`config.mk`:
```
export PLATFORM = sky130hd
export DESIGN_NAME = load_buffer
export DESIGN_NICKNAME = d
export VERILOG_FILES = /design/src/rtl/load_buffer_pkg.sv /design/src/rtl/load_align.sv /design/src/rtl/load_buffer.sv
export SDC_FILE = /design/constraint.sdc
export NUM_CORES = 1
export LEC_CHECK = 0
export ABC_AREA = 1
export CAP_MARGIN = 10
export CORE_UTILIZATION = 40
export CTS_CLUSTER_DIAMETER = 120
export DETAILED_ROUTE_END_ITERATION = 7
export GPL_ROUTABILITY_DRIVEN = 1
export PLACE_DENSITY = 0.71
export SLEW_MARGIN = 25
export SYNTH_ARGS = -nofsm -noshare
export SYNTH_HDL_FRONTEND = slang
export SYNTH_HIERARCHICAL = 1
export SYNTH_SLANG_ARGS = --single-unit
```
`constraint.sdc`:
```
create_clock -name clk_in -period 9 [get_ports clk_in]
set_input_delay 1.35 -clock clk_in [delete_from_list [all_inputs] [get_ports clk_in]]
set_output_delay 1.35 -clock clk_in [all_outputs]
set_load 0.1 [all_outputs]
```
`src/rtl/load_buffer_pkg.sv`:
```
// Shared load-buffer types: load funct3 encodings, the LOAD opcode and the
// memory-read sequencer state encoding.
package load_buffer_pkg;

    localparam logic [2:0] F3_LB  = 3'b000;
    localparam logic [2:0] F3_LH  = 3'b001;
    localparam logic [2:0] F3_LW  = 3'b010;
    localparam logic [2:0] F3_LBU = 3'b100;
    localparam logic [2:0] F3_LHU = 3'b101;

    localparam logic [6:0] OPC_LOAD = 7'b0000011;

    typedef enum logic [1:0] {
        LB_IDLE     = 2'd0,
        LB_WAIT_MEM = 2'd1,
        LB_HOLD     = 2'd2
    } lb_state_t;

    function automatic logic [31:0] word_align(input logic [31:0] addr);
        return {addr[31:2], 2'b00};
    endfunction

endpackage

```
`src/rtl/load_align.sv`:
```
// Selects the byte/half lane of a read word and sign- or zero-extends it
// according to the load funct3; misaligned halves stay within the word.
module load_align
    import load_buffer_pkg::*;
(
    input  logic [2:0]  funct3,
    input  logic [1:0]  addr_lo,
    input  logic [31:0] word,
    output logic [31:0] value
);

    logic [7:0]  byte_s;
    logic [15:0] half_s;

    // Lane extraction and extension.
    always_comb begin
        byte_s = word[7:0];
        half_s = word[15:0];
        value  = word;
        case (addr_lo)
            2'd0:    byte_s = word[7:0];
            2'd1:    byte_s = word[15:8];
            2'd2:    byte_s = word[23:16];
            2'd3:    byte_s = word[31:24];
            default: byte_s = word[7:0];
        endcase
        if (addr_lo[1]) begin
            half_s = word[31:16];
        end else begin
            half_s = word[15:0];
        end
        case (funct3)
            F3_LB:   value = {{24{byte_s[7]}}, byte_s};
            F3_LH:   value = {{16{half_s[15]}}, half_s};
            F3_LW:   value = word;
            F3_LBU:  value = {24'd0, byte_s};
            F3_LHU:  value = {16'd0, half_s};
            default: value = word;
        endcase
    end

endmodule

```
`src/rtl/load_buffer.sv`:
```
// Load buffer: holds issued loads until their base resolves, exposes their
// addresses to the ROB, and runs one data-memory read at a time.
module load_buffer
    import load_buffer_pkg::*;
#(
    parameter int ROB_SIZE          = 8,
    parameter int LOAD_BUFFER_DEPTH = 3,
    parameter int MEM_LATENCY       = 2,
    localparam int ROB_IX           = $clog2(ROB_SIZE) - 1
) (
    input  logic                                  clk_in,
    input  logic                                  rst_in,
    input  logic                                  valid_in,
    input  logic [ROB_IX:0]                       rob_ix_in,
    input  logic [2:0]                            funct3_in,
    input  logic [31:0]                           base_value_in,
    input  logic                                  base_ready_in,
    input  logic [ROB_IX:0]                       base_tag_in,
    input  logic [31:0]                           offset_in,
    output logic                                  ready_out,
    input  logic                                  cdb_valid_in,
    input  logic [ROB_IX:0]                       cdb_rob_ix_in,
    input  logic [31:0]                           cdb_value_in,
    input  logic                                  flush_in,
    output logic [(ROB_IX+1)*LOAD_BUFFER_DEPTH-1:0] lb_rob_arr_ix_out,
    output logic [32*LOAD_BUFFER_DEPTH-1:0]       lb_rob_arr_dest_out,
    input  logic [LOAD_BUFFER_DEPTH-1:0]          can_load_in,
    output logic [31:0]                           mem_addr_out,
    output logic                                  mem_re_out,
    input  logic [31:0]                           mem_rdata_in,
    output logic                                  result_valid_out,
    output logic [ROB_IX:0]                       result_rob_ix_out,
    output logic [31:0]                           result_value_out,
    input  logic                                  result_grant_in
);

    localparam int DEPTH = LOAD_BUFFER_DEPTH;
    localparam int SEL_W = (DEPTH > 1) ? $clog2(DEPTH) : 1;
    localparam int CNT_W = $clog2(MEM_LATENCY + 1);

    logic [DEPTH-1:0] valid_r, addr_ready_r, issued_r;
    logic [ROB_IX:0]  rob_ix_r   [DEPTH];
    logic [ROB_IX:0]  base_tag_r [DEPTH];
    logic [2:0]       funct3_r   [DEPTH];
    logic [31:0]      base_r     [DEPTH];
    logic [31:0]      offset_r   [DEPTH];

    lb_state_t        state_r;
    logic [SEL_W-1:0] cur_ix_r;
    logic [CNT_W-1:0] lat_cnt_r;
    logic             mem_re_r, result_valid_r;
    logic [31:0]      mem_addr_r, result_value_r;
    logic [ROB_IX:0]  result_rob_ix_r;

    logic [31:0]      eff_addr_s [DEPTH];
    logic [DEPTH-1:0] cand_s, addr_on_s;
    logic             alloc_found_s, sel_found_s, alloc_hit_s;
    logic [SEL_W-1:0] alloc_ix_s, sel_ix_s;
    logic [2:0]       cur_funct3_s;
    logic [1:0]       cur_addr_lo_s;
    logic [31:0]      aligned_s;

    assign cand_s        = valid_r & addr_ready_r & ~issued_r & can_load_in;
    assign addr_on_s     = valid_r & addr_ready_r;
    assign alloc_hit_s   = !base_ready_in && cdb_valid_in && (cdb_rob_ix_in == base_tag_in);
    assign ready_out     = ~(&valid_r);
    assign cur_funct3_s  = funct3_r[cur_ix_r];
    assign cur_addr_lo_s = eff_addr_s[cur_ix_r][1:0];

    assign mem_re_out        = mem_re_r;
    assign mem_addr_out      = mem_addr_r;
    assign result_valid_out  = result_valid_r;
    assign result_rob_ix_out = result_rob_ix_r;
    assign result_value_out  = result_value_r;

    // Effective addresses plus lowest-index free slot and lowest-index issuable entry.
    always_comb begin
        alloc_found_s = 1'b0;
        alloc_ix_s    = '0;
        sel_found_s   = 1'b0;
        sel_ix_s      = '0;
        for (int i = DEPTH - 1; i >= 0; i--) begin
            eff_addr_s[i] = base_r[i] + offset_r[i];
            alloc_found_s = alloc_found_s | ~valid_r[i];
            alloc_ix_s    = valid_r[i] ? alloc_ix_s : SEL_W'(i);
            sel_found_s   = sel_found_s | cand_s[i];
            sel_ix_s      = cand_s[i] ? SEL_W'(i) : sel_ix_s;
        end
    end

    // Per-entry ROB index and address published for store-conflict checks.
    always_comb begin
        lb_rob_arr_ix_out   = '0;
        lb_rob_arr_dest_out = '0;
        for (int i = 0; i < DEPTH; i++) begin
            lb_rob_arr_ix_out[i*(ROB_IX+1) +: (ROB_IX+1)] = addr_on_s[i] ? rob_ix_r[i] : '0;
            lb_rob_arr_dest_out[i*32 +: 32]               = addr_on_s[i] ? eff_addr_s[i] : 32'd0;
        end
    end

    load_align u_align (
        .funct3  (cur_funct3_s),
        .addr_lo (cur_addr_lo_s),
        .word    (mem_rdata_in),
        .value   (aligned_s)
    );

    // Entry storage: allocation, CDB snoop, issue marking and release on grant.
    always_ff @(posedge clk_in or posedge rst_in) begin
        if (rst_in) begin
            valid_r      <= '0;
            addr_ready_r <= '0;
            issued_r     <= '0;
            for (int i = 0; i < DEPTH; i++) begin
                rob_ix_r[i]   <= '0;
                base_tag_r[i] <= '0;
                funct3_r[i]   <= 3'd0;
                base_r[i]     <= 32'd0;
                offset_r[i]   <= 32'd0;
            end
        end else if (flush_in) begin
            valid_r      <= '0;
            addr_ready_r <= '0;
            issued_r     <= '0;
        end else begin
            for (int i = 0; i < DEPTH; i++) begin
                if (valid_r[i] && !addr_ready_r[i] && cdb_valid_in && (base_tag_r[i] == cdb_rob_ix_in)) begin
                    base_r[i]       <= cdb_value_in;
                    addr_ready_r[i] <= 1'b1;
                end
            end
            if (state_r == LB_IDLE && sel_found_s) begin
                issued_r[sel_ix_s] <= 1'b1;
            end
            if (state_r == LB_HOLD && result_grant_in) begin
                valid_r[cur_ix_r]      <= 1'b0;
                addr_ready_r[cur_ix_r] <= 1'b0;
                issued_r[cur_ix_r]     <= 1'b0;
            end
            // ready_out is registered state, so a slot freed this edge is not reused until next cycle.
            if (valid_in && ready_out && alloc_found_s) begin
                valid_r[alloc_ix_s]      <= 1'b1;
                addr_ready_r[alloc_ix_s] <= base_ready_in || alloc_hit_s;
                issued_r[alloc_ix_s]     <= 1'b0;
                rob_ix_r[alloc_ix_s]     <= rob_ix_in;
                funct3_r[alloc_ix_s]     <= funct3_in;
                base_tag_r[alloc_ix_s]   <= base_tag_in;
                offset_r[alloc_ix_s]     <= offset_in;
                base_r[alloc_ix_s]       <= alloc_hit_s ? cdb_value_in : base_value_in;
            end
        end
    end

    // Memory-read sequencer with registered strobe, address and result.
    always_ff @(posedge clk_in or posedge rst_in) begin
        if (rst_in) begin
            state_r         <= LB_IDLE;
            cur_ix_r        <= '0;
            lat_cnt_r       <= '0;
            mem_re_r        <= 1'b0;
            mem_addr_r      <= 32'd0;
            result_valid_r  <= 1'b0;
            result_rob_ix_r <= '0;
            result_value_r  <= 32'd0;
        end else if (flush_in) begin
            state_r        <= LB_IDLE;
            mem_re_r       <= 1'b0;
            result_valid_r <= 1'b0;
        end else begin
            case (state_r)
                LB_IDLE: begin
                    if (sel_found_s) begin
                        mem_re_r   <= 1'b1;
                        mem_addr_r <= word_align(eff_addr_s[sel_ix_s]);
                        cur_ix_r   <= sel_ix_s;
                        lat_cnt_r  <= '0;
                        state_r    <= LB_WAIT_MEM;
                    end else begin
                        mem_re_r <= 1'b0;
                    end
                end
                LB_WAIT_MEM: begin
                    mem_re_r <= 1'b0;
                    if (lat_cnt_r == CNT_W'(MEM_LATENCY)) begin
                        result_value_r  <= aligned_s;
                        result_rob_ix_r <= rob_ix_r[cur_ix_r];
                        result_valid_r  <= 1'b1;
                        state_r         <= LB_HOLD;
                    end else begin
                        lat_cnt_r <= lat_cnt_r + 1'b1;
                    end
                end
                LB_HOLD: begin
                    if (result_grant_in) begin
                        result_valid_r <= 1'b0;
                        state_r        <= LB_IDLE;
                    end
                end
                default: begin
                    state_r        <= LB_IDLE;
                    mem_re_r       <= 1'b0;
                    result_valid_r <= 1'b0;
                end
            endcase
        end
    end

endmodule

```
After elaboration in Yosys (flattened, before gate mapping) --
Cells that the tools add are included. W data, S select, Z words.
Cells by class: add/subtract/negate cells 4, magnitude comparators 10, equality and inequality tests 20, mux-type cells 86, bitwise operators 24, reduce and logical (&&, ||, !) cells 35
Operator list (count):
- $mux W32 | 13
- $bwmux W96 | 2
- $bmux W32 S2 | 2
- $pmux W32 S4 | 1
- $add A32 B32 Y32 | 3
- $mux W96 | 1
- $mux W3 | 22
- $demux W32 S2 | 1
- $pmux W8 S4 | 1
- $mux W2 | 14
- $bwmux W9 | 3
- $and A3 B3 Y3 | 7
- $logic_and A1 B1 Y1 | 19
- $mux W16 | 1
- $reduce_and A3 Y1 | 5
- $mux W1 | 14
- $bmux W3 S2 | 2
- $eq A3 B3 Y1 | 4
- $ge A3 B3 Y1 const B | 3
- $lt A2 B3 Y1 const B | 3
- $ne A3 B3 Y1 const B | 3
- $not A2 Y3 | 3
- $not A3 Y3 | 3
- $eq A2 B2 Y1 const B | 4
- other kinds (24) | 45
Word-level totals: bits in registers 301, input port bits 150, output and inout bits 175, logic and storage cells 205

Depth between registers and ports, before layout --
Gate-level depths: netlist (run 1).
depth after elaboration 19, depth in mapped cells 17, gate-level depth less buffers 17

By module --
Netlist (run 1), hierarchy kept.
Modules (own cells, without submodules):
- load_buffer | times used 1, cells an instance 3115, area each 20493.4 µm²
- load_align | times used 1, cells an instance 146, area each 762.0 µm²

Worst setup path before layout (run 1) --
Ideal clock, no wire load.
path type reg2out, from register base_r[0] in the netlist's numbering, to output port lb_rob_arr_dest_out[78], arrival 3.211 ns, path slack 4.439 ns, cell stages (with the launch flop) 13, cell sequence dfrtp_1 -> ha_1 -> inv_1 -> fa_1 -> inv_1 -> nand2_1 -> o21ai_0 -> nand2_1 -> nand2_1 -> nand2_1 -> nand2_1 -> nand2_1 -> a21oi_1
On the way: word-level cells in the longest chain between the ends 2
RTL lines:
- start: declaration | line load_buffer.sv:45 | logic [31:0] base_r [DEPTH];
- start signal: indexed assignment | line load_buffer.sv:128 | base_r[i] <= cdb_value_in;
- start signal: indexed assignment | line load_buffer.sv:149 | base_r[alloc_ix_s] <= alloc_hit_s ? cdb_value_in : base_value_in;
- $add A32 B32 Y32 | line load_buffer.sv:83 | eff_addr_s[i] = base_r[i] + offset_r[i];
- $mux W32 | line load_buffer.sv:97 | lb_rob_arr_dest_out[i*32 +: 32] = addr_on_s[i] ? eff_addr_s[i] : 32'd0;
- end: declaration | line load_buffer.sv:26 | output logic [32*LOAD_BUFFER_DEPTH-1:0] lb_rob_arr_dest_out,
Every way passes these cells.

Final worst setup path (run 1) --
from register base_r[0] in the netlist's numbering, to output port lb_rob_arr_dest_out[86]
Same word-level chain as after synthesis.

==> qor.csv, run 1 <==
metric;value;unit
drt_iter0_drc;2840;
wire_per_inst;20.3;um
antenna_found_initial;2;
cts_hold_buf;0;
setup_ws;3.54;ns
fmax;183;MHz
ys_top_cells_by_area;dfrtp_1 (35%), nand2_1 (19%), inv_1 (8.7%);
chipWidth;233;um
fp.dieH;233;um
fin_nets;3784;
power.density;367;nW/um^2
ios;325;
clk-insertion-delay-late;0.55;ns
grt_usage;0.313;
fillers;5378;
cts_num_sinks;301;
regToRegSetupSlack;5.43;ns
slew_viol_final;0;
dp_worst_setup_slack;4.10;ns
crit_type;reg -> out;
slew_headroom;0.291;
setup_viol;0;
ys_seq_elements;301;
critPathMostFrequentCell;nand2_1;
worst_r2r_path_depth;7;
fin_cells;4249;
clock_skew;0.0232;ns
min-delay-start;result_value_out[14]$_DFFE_PP0P_;
syn_area;21300;sq um
first_global_vias;19900;
tightest_slew;1.06;ns
clockBufferDepth;3;
endpoint_kind;output port;
ir_worst_vdd;0.305;mV
yosys_warnings;6;
hold_violations;0;
dp.final_hpwl;68300;um
drive_gt1_frac;0.0345;
hold_ws;0.473;ns
critPathSlowestCell;clkdlybuf4s50_1;
ys_top_cells_by_count;nand2_1 (1,098), inv_1 (492), nor2_1 (378);
holdPathEnd;result_value_out[14]$_DFFE_PP0P_;
critPathRequiredTime;7.65;ns
async_flop_share;1.00;
numCtsBuffers;36;
crit_fanout;4;
yosysTopAreaCell;dfrtp_1;
synthCells;3261;
initial_utilization;0.404;
synth_edf_count;0;
rsz0062_at_grt;false;
max_cap_viol_count;0;
cts_tree;built;
yosys.cell_count.top_type;nand2_1;
critPathBufInv;3;
cts_max_level;2;
outcome;completed;
row_count;84;
post_cts_resized;0;
min_path_type;reg -> reg;
wirelength;86300;um
tns;0;ns
insertedDiodeCount;0;
crit_chain;ha_1, inv_1, fa_1, inv_1, nand2_1, o21ai_0, nand2_1, nand2_1, nand2_1, nand2_1, nand2_1, nand3_1, nand2_1, nor2_1, clkdlybuf4s50_1;
port_buffers;322;
period_share;0.607;
startpoint_type;flop;
min_path_cells;2;
coreArea;52600;sq um
cp.arrival;4.11;ns
worst_r2r_endpoint;mem_addr_out[3]$_DFFE_PP0P_;
path_clk_slew;0.06;ns
slowest_delay;1.16;ns
drt-pass1-iter-count;8;
timing.rr.start;valid_r[0]$_DFF_PP0_;
synth_cell_types;51;
place_congestion;1.04;
vias_per_cell;5.29;
cts_root_buf;clkbuf_16;
synth_ff_type;dfrtp_1;
grt_start_max_net_pins;166;
cellLeakagePower;0.0138;uW
ant_nets;0;
grt_overflow_total;0;
dp.cells;4186;
yosysSeqAreaShare;0.354;
grt_pass1_wl;126000;um
postSynthAreaPerCell;6.52;sq um
min_period;5.46;ns
cp_top_family;buffers and inverters;
die_area;54100;sq um
num_vias;22500;
post_cts_buffers;0;
drc_errors;0;
synth_top_cell_area_share;0.354;
area_growth;23.6;%
where the power goes:
| part | leakage [uW] | switching [uW] | internal, uW |
|---|---|---|---|
| registers | 0.00373 | 404 | 1820 |
| clock network | 0.000572 | 614 | 884 |
| logic | 0.00954 | 4280 | 1650 |
| total | 0.0138 | 5290 | 4350 |
cells by family after synthesis:
| group | Yosys count | share of synthesized area |
|---|---|---|
| buf+inv | 606 | 0.113 |
| other cells | 1 | 0.000176 |
| xor+xnor | 48 | 0.0198 |
| fa+ha+maj | 97 | 0.0582 |
| compound gates | 486 | 0.127 |
| simple gates | 1722 | 0.328 |
| flops | 301 | 0.354 |
how the worst max path moves through the flow:
stage                          start                   endpoint  slack (ns)  cells past startpoint
2_1_floorplan                 rst_in  addr_ready_r[0]$_DFF_PP0_        3.65                      1
3_3_place_gp   base_r[0]$_DFFE_PP0N_    lb_rob_arr_dest_out[94]        4.15                     15
3_5_place_dp   base_r[0]$_DFFE_PP0N_    lb_rob_arr_dest_out[86]        4.10                     15
4_1_cts        base_r[0]$_DFFE_PP0N_    lb_rob_arr_dest_out[86]        3.50                     15
5_1_grt        base_r[0]$_DFFE_PP0N_    lb_rob_arr_dest_out[86]        3.28                     15
6_report       base_r[0]$_DFFE_PP0N_    lb_rob_arr_dest_out[86]        3.54                     15
flip-flops by register name (all words and copies together) (netlist names):
signal,flops
result_rob_ix_out,3
base_tag_r,9
base_r,96
addr_ready_r,3
issued_r,3
offset_r,96
funct3_r,9
cur_ix_r,2
valid_r,3
state_r,2
result_value_out,32
rob_ix_r,9
lat_cnt_r,2
result_valid_out,1
mem_re_out,1
mem_addr_out,30
cell type report:
class | instances | area [sq um] | area share
timing repair buffer | 342 | 3410 | 0.130
inverter | 501 | 1890 | 0.0721
multi-input combinational | 2355 | 11400 | 0.433
tap | 688 | 861 | 0.0328
clock buffer | 49 | 1020 | 0.0388
sequential | 301 | 7530 | 0.287
clock inverter | 13 | 173 | 0.00657
per-layer routing:
metal  up-vias  track usage  wire [um]
met5         -            0         14
met4         2        0.132       4020
met3       177       0.0449       7940
met2      1180        0.469      37700
met1     10300        0.448      36700
li1      10800            -          -
metrics by stage:
stage          area [sq um]   util  power (uW)
2_1_floorplan         21300      -        6220
3_3_place_gp          25000  0.477        8000
3_5_place_dp          25100  0.477        8020
4_1_cts               26200  0.499        9540
5_1_grt               26300  0.500       10200
6_report              26300  0.500        9650
worst register-to-register path: cells and delay by family, from the launching register on:
family	cells	cell delay, ns
compound gates	3	0.87
simple gates	3	1.55
buf+inv	1	0.65
flops	1	0.43
placed cells by master (no fill, tap or decap), drive strengths merged, types with 49 or more instances in the layout:
cell type         n
nand2          1104
inv             501
nor2            382
clkdlybuf4s50   322
dfrtp           301
o21ai           178
nand3           172
a21oi           157
o22ai            99
ha               94
clkbuf           49
No activity file was read; power rests on OpenSTA's default activity.
==> inputs of run 2 (changes only) <==
Settings changed: PLACE_DENSITY 0.71 to 0.68.
Clock period 9 ns to 5.5 ns, I/O delays scaled along.
==> run 2 against run 1 <==
Compared with the run above:
- the flow now finishes with violations (design-rule violations)
- flip-flop and latch count unchanged
- combinational power grew 64%
- via count is 0.95% higher
- critical endpoint is now lb_rob_arr_dest_out[63]
==> qor.csv, run 2 (synthesis results as in run 1) <==
metric;value;unit;change
outcome;finished with violations;;
violations;design-rule violations;;
grt_overflow_total;0;;unchanged
min_path_type;reg -> reg;;
ant_nets;0;;unchanged
wire_per_inst;20.5;um;+0.78%
vias_per_cell;5.33;;+0.76%
tightest_slew;1.07;ns;+0.0102 ns
crit_chain;ha_1, nand2_1, nor2_1, nand2_1, nor4_1, nand2_1, nand2_1, nand2_1, a21oi_1, clkdlybuf4s50_1;;
initial_utilization;0.404;;unchanged
post_cts_resized;0;;unchanged
power.density;601;nW/um^2;+64%
post_cts_buffers;0;;unchanged
cellLeakagePower;0.0139;uW;+0.53%
clk-insertion-delay-late;0.56;ns;about the same
combPwrFrac;0.616;;about the same
ir_worst_vdd;0.428;mV;+40%
drc_errors;6;;+6
switching_share;0.548;;-0.000797
place_area;25100;sq um;about the same
place_congestion;1.06;;+2.2%
stdcell_area;26300;sq um;about the same
die_area;54100;sq um;unchanged
grt_use_met2;0.475;;+0.00521
crit_fanout;5;;+1
critPathRequiredTime;4.68;ns;-2.97 ns
drt_iter0_drc;2728;;-3.9%
cts_num_sinks;301;;unchanged
dp_worst_setup_slack;1.30;ns;-2.80 ns
slew_viol_final;0;;unchanged
max_cap_viol_count;0;;unchanged
tns;0;ns;unchanged
cts_tree;built;;
grt_start_max_net_pins;100;;-40%
grtUsageMet1;0.437;;-0.0111
switchingPower;8660;uW;+64%
grt_usage;0.315;;+0.00175
p_clk_frac;0.156;;about the same
crit_type;reg -> out;;
chipWidth;233;um;unchanged
power_frac_seq;0.228;;-0.002
rsz0062_at_grt;false;;
cts_max_level;2;;unchanged
drt-pass1-iter-count;8;;unchanged
setup_ws;0.634;ns;-2.91 ns
wirelength;87200;um;+0.97%
hold_violations;0;;unchanged
num_vias;22700;;+0.95%
layout_common_cells;nand2_1 (1,097), inv_1 (490), nor2_1 (376), clkdlybuf4s50_1 (309), dfrtp_1 (301);;
path_clk_slew;0.06;ns;about the same
cp_top_family;simple AND/OR/NAND/NOR gates;;
coreArea;52600;sq um;unchanged
endpoint_kind;output port;;
antenna_found_initial;2;;unchanged
startpoint_type;flop;;
critPathBufInv;1;;-2
grt_pass1_wl;127000;um;+0.71%
power.internal;7150;uW;+64%
period_share;0.885;;
dp.final_hpwl;69600;um;+1.9%
area_growth;23.7;%;about the same
setup_viol;0;;unchanged
cp.arrival;4.04;ns;-0.07 ns
cts_root_buf;clkbuf_16;;
slew_headroom;0.284;;-0.00633
crit_cells;10;;-5
clockBufferDepth;3;;unchanged
worst_r2r_path_depth;9;;+2
clock_skew;0.0262;ns;+0.00300 ns
top_usage_layer;met2;;
min_path_cells;2;;unchanged
critPathMostFrequentCell;nand2_1;;
fp.dieH;233;um;unchanged
slowest_delay;1.18;ns;+0.02 ns
first_global_vias;20300;;+2.1%
critPathSlowestCell;clkdlybuf4s50_1;;
fmax;206;MHz;
row_count;84;;unchanged
ios;325;;unchanged
met3_usage;0.0529;;+0.00809
min_period;4.87;ns;
numCtsBuffers;36;;unchanged
final_common_cell;nand2_1;;
cts_hold_buf;0;;unchanged
fillers;5435;;+1.1%
port_buffers;322;;unchanged
fin_nets;3790;;+0.16%
drive_gt1_frac;0.0384;;+0.00388
-- run 2: layer usage --
metal / vias up / wire (um)
met3: 198 / 7540
met1: 10500 / 37000
li1: 10800 / -
met2: 1143 / 38200
met4: 0 / 4440
met5: - / 0
-- run 2: final cells by class --
class	instances	area, sq um	share of cell area
multi-input cells	2355	11400	0.432
repair buffers	348	3430	0.131
well taps	688	861	0.0327
clock buffers	51	1050	0.0399
clock inverters	10	139	0.00528
diodes	3	7.51	0.000286
flip-flops and latches	301	7530	0.287
inverters	501	1890	0.0721
-- run 2: worst paths after layout --
check,slack (ns),start,to
worst min register to register,0.47,result_value_out[29]$_DFFE_PP0P_,result_value_out[29]$_DFFE_PP0P_
max in group asynchronous,3.68,rst_in,base_r[59]$_DFFE_PP0N_
min in group asynchronous,0.72,rst_in,mem_addr_out[4]$_DFFE_PP0P_
worst min-delay path,0.47,result_value_out[29]$_DFFE_PP0P_,result_value_out[29]$_DFFE_PP0P_
worst max register to register,2.40,valid_r[2]$_DFF_PP0_,mem_addr_out[9]$_DFFE_PP0P_
worst max-delay path,0.63,base_r[48]$_DFFE_PP0N_,lb_rob_arr_dest_out[63]
-- run 2: metrics by stage --
stage          hold slack, ns  utilization  std cells  power, uW
6_report                0.475        0.500       4257      15800
5_1_grt                 0.494        0.500       4255      16700
4_1_cts                 0.479        0.499       4253      15600
3_5_place_dp            0.464        0.477       4192      13100
3_3_place_gp            0.463        0.477       4192      13100
2_1_floorplan           0.453            -       3262      10200
-- run 2: worst reg2reg max path, stage by stage (launching register included) --
cell and delay, ns:
dfrtp_1 0.43, nand2_2 0.49, nor2_2 0.27, nand2_2 0.09
nor3_4 0.64, inv_4 0.16, nor2_4 0.35, inv_2 0.18
or2_0 0.31, nand3_1 0.11
-- run 2: power groups by stage --
stage,sequential [uW],combinational (uW),clock (uW)
global placement,3590,9520,0
floorplan,4990,5180,0
CTS,3580,9570,2480
detailed placement,3610,9530,0
finish,3610,9740,2460
global route,3660,10400,2560
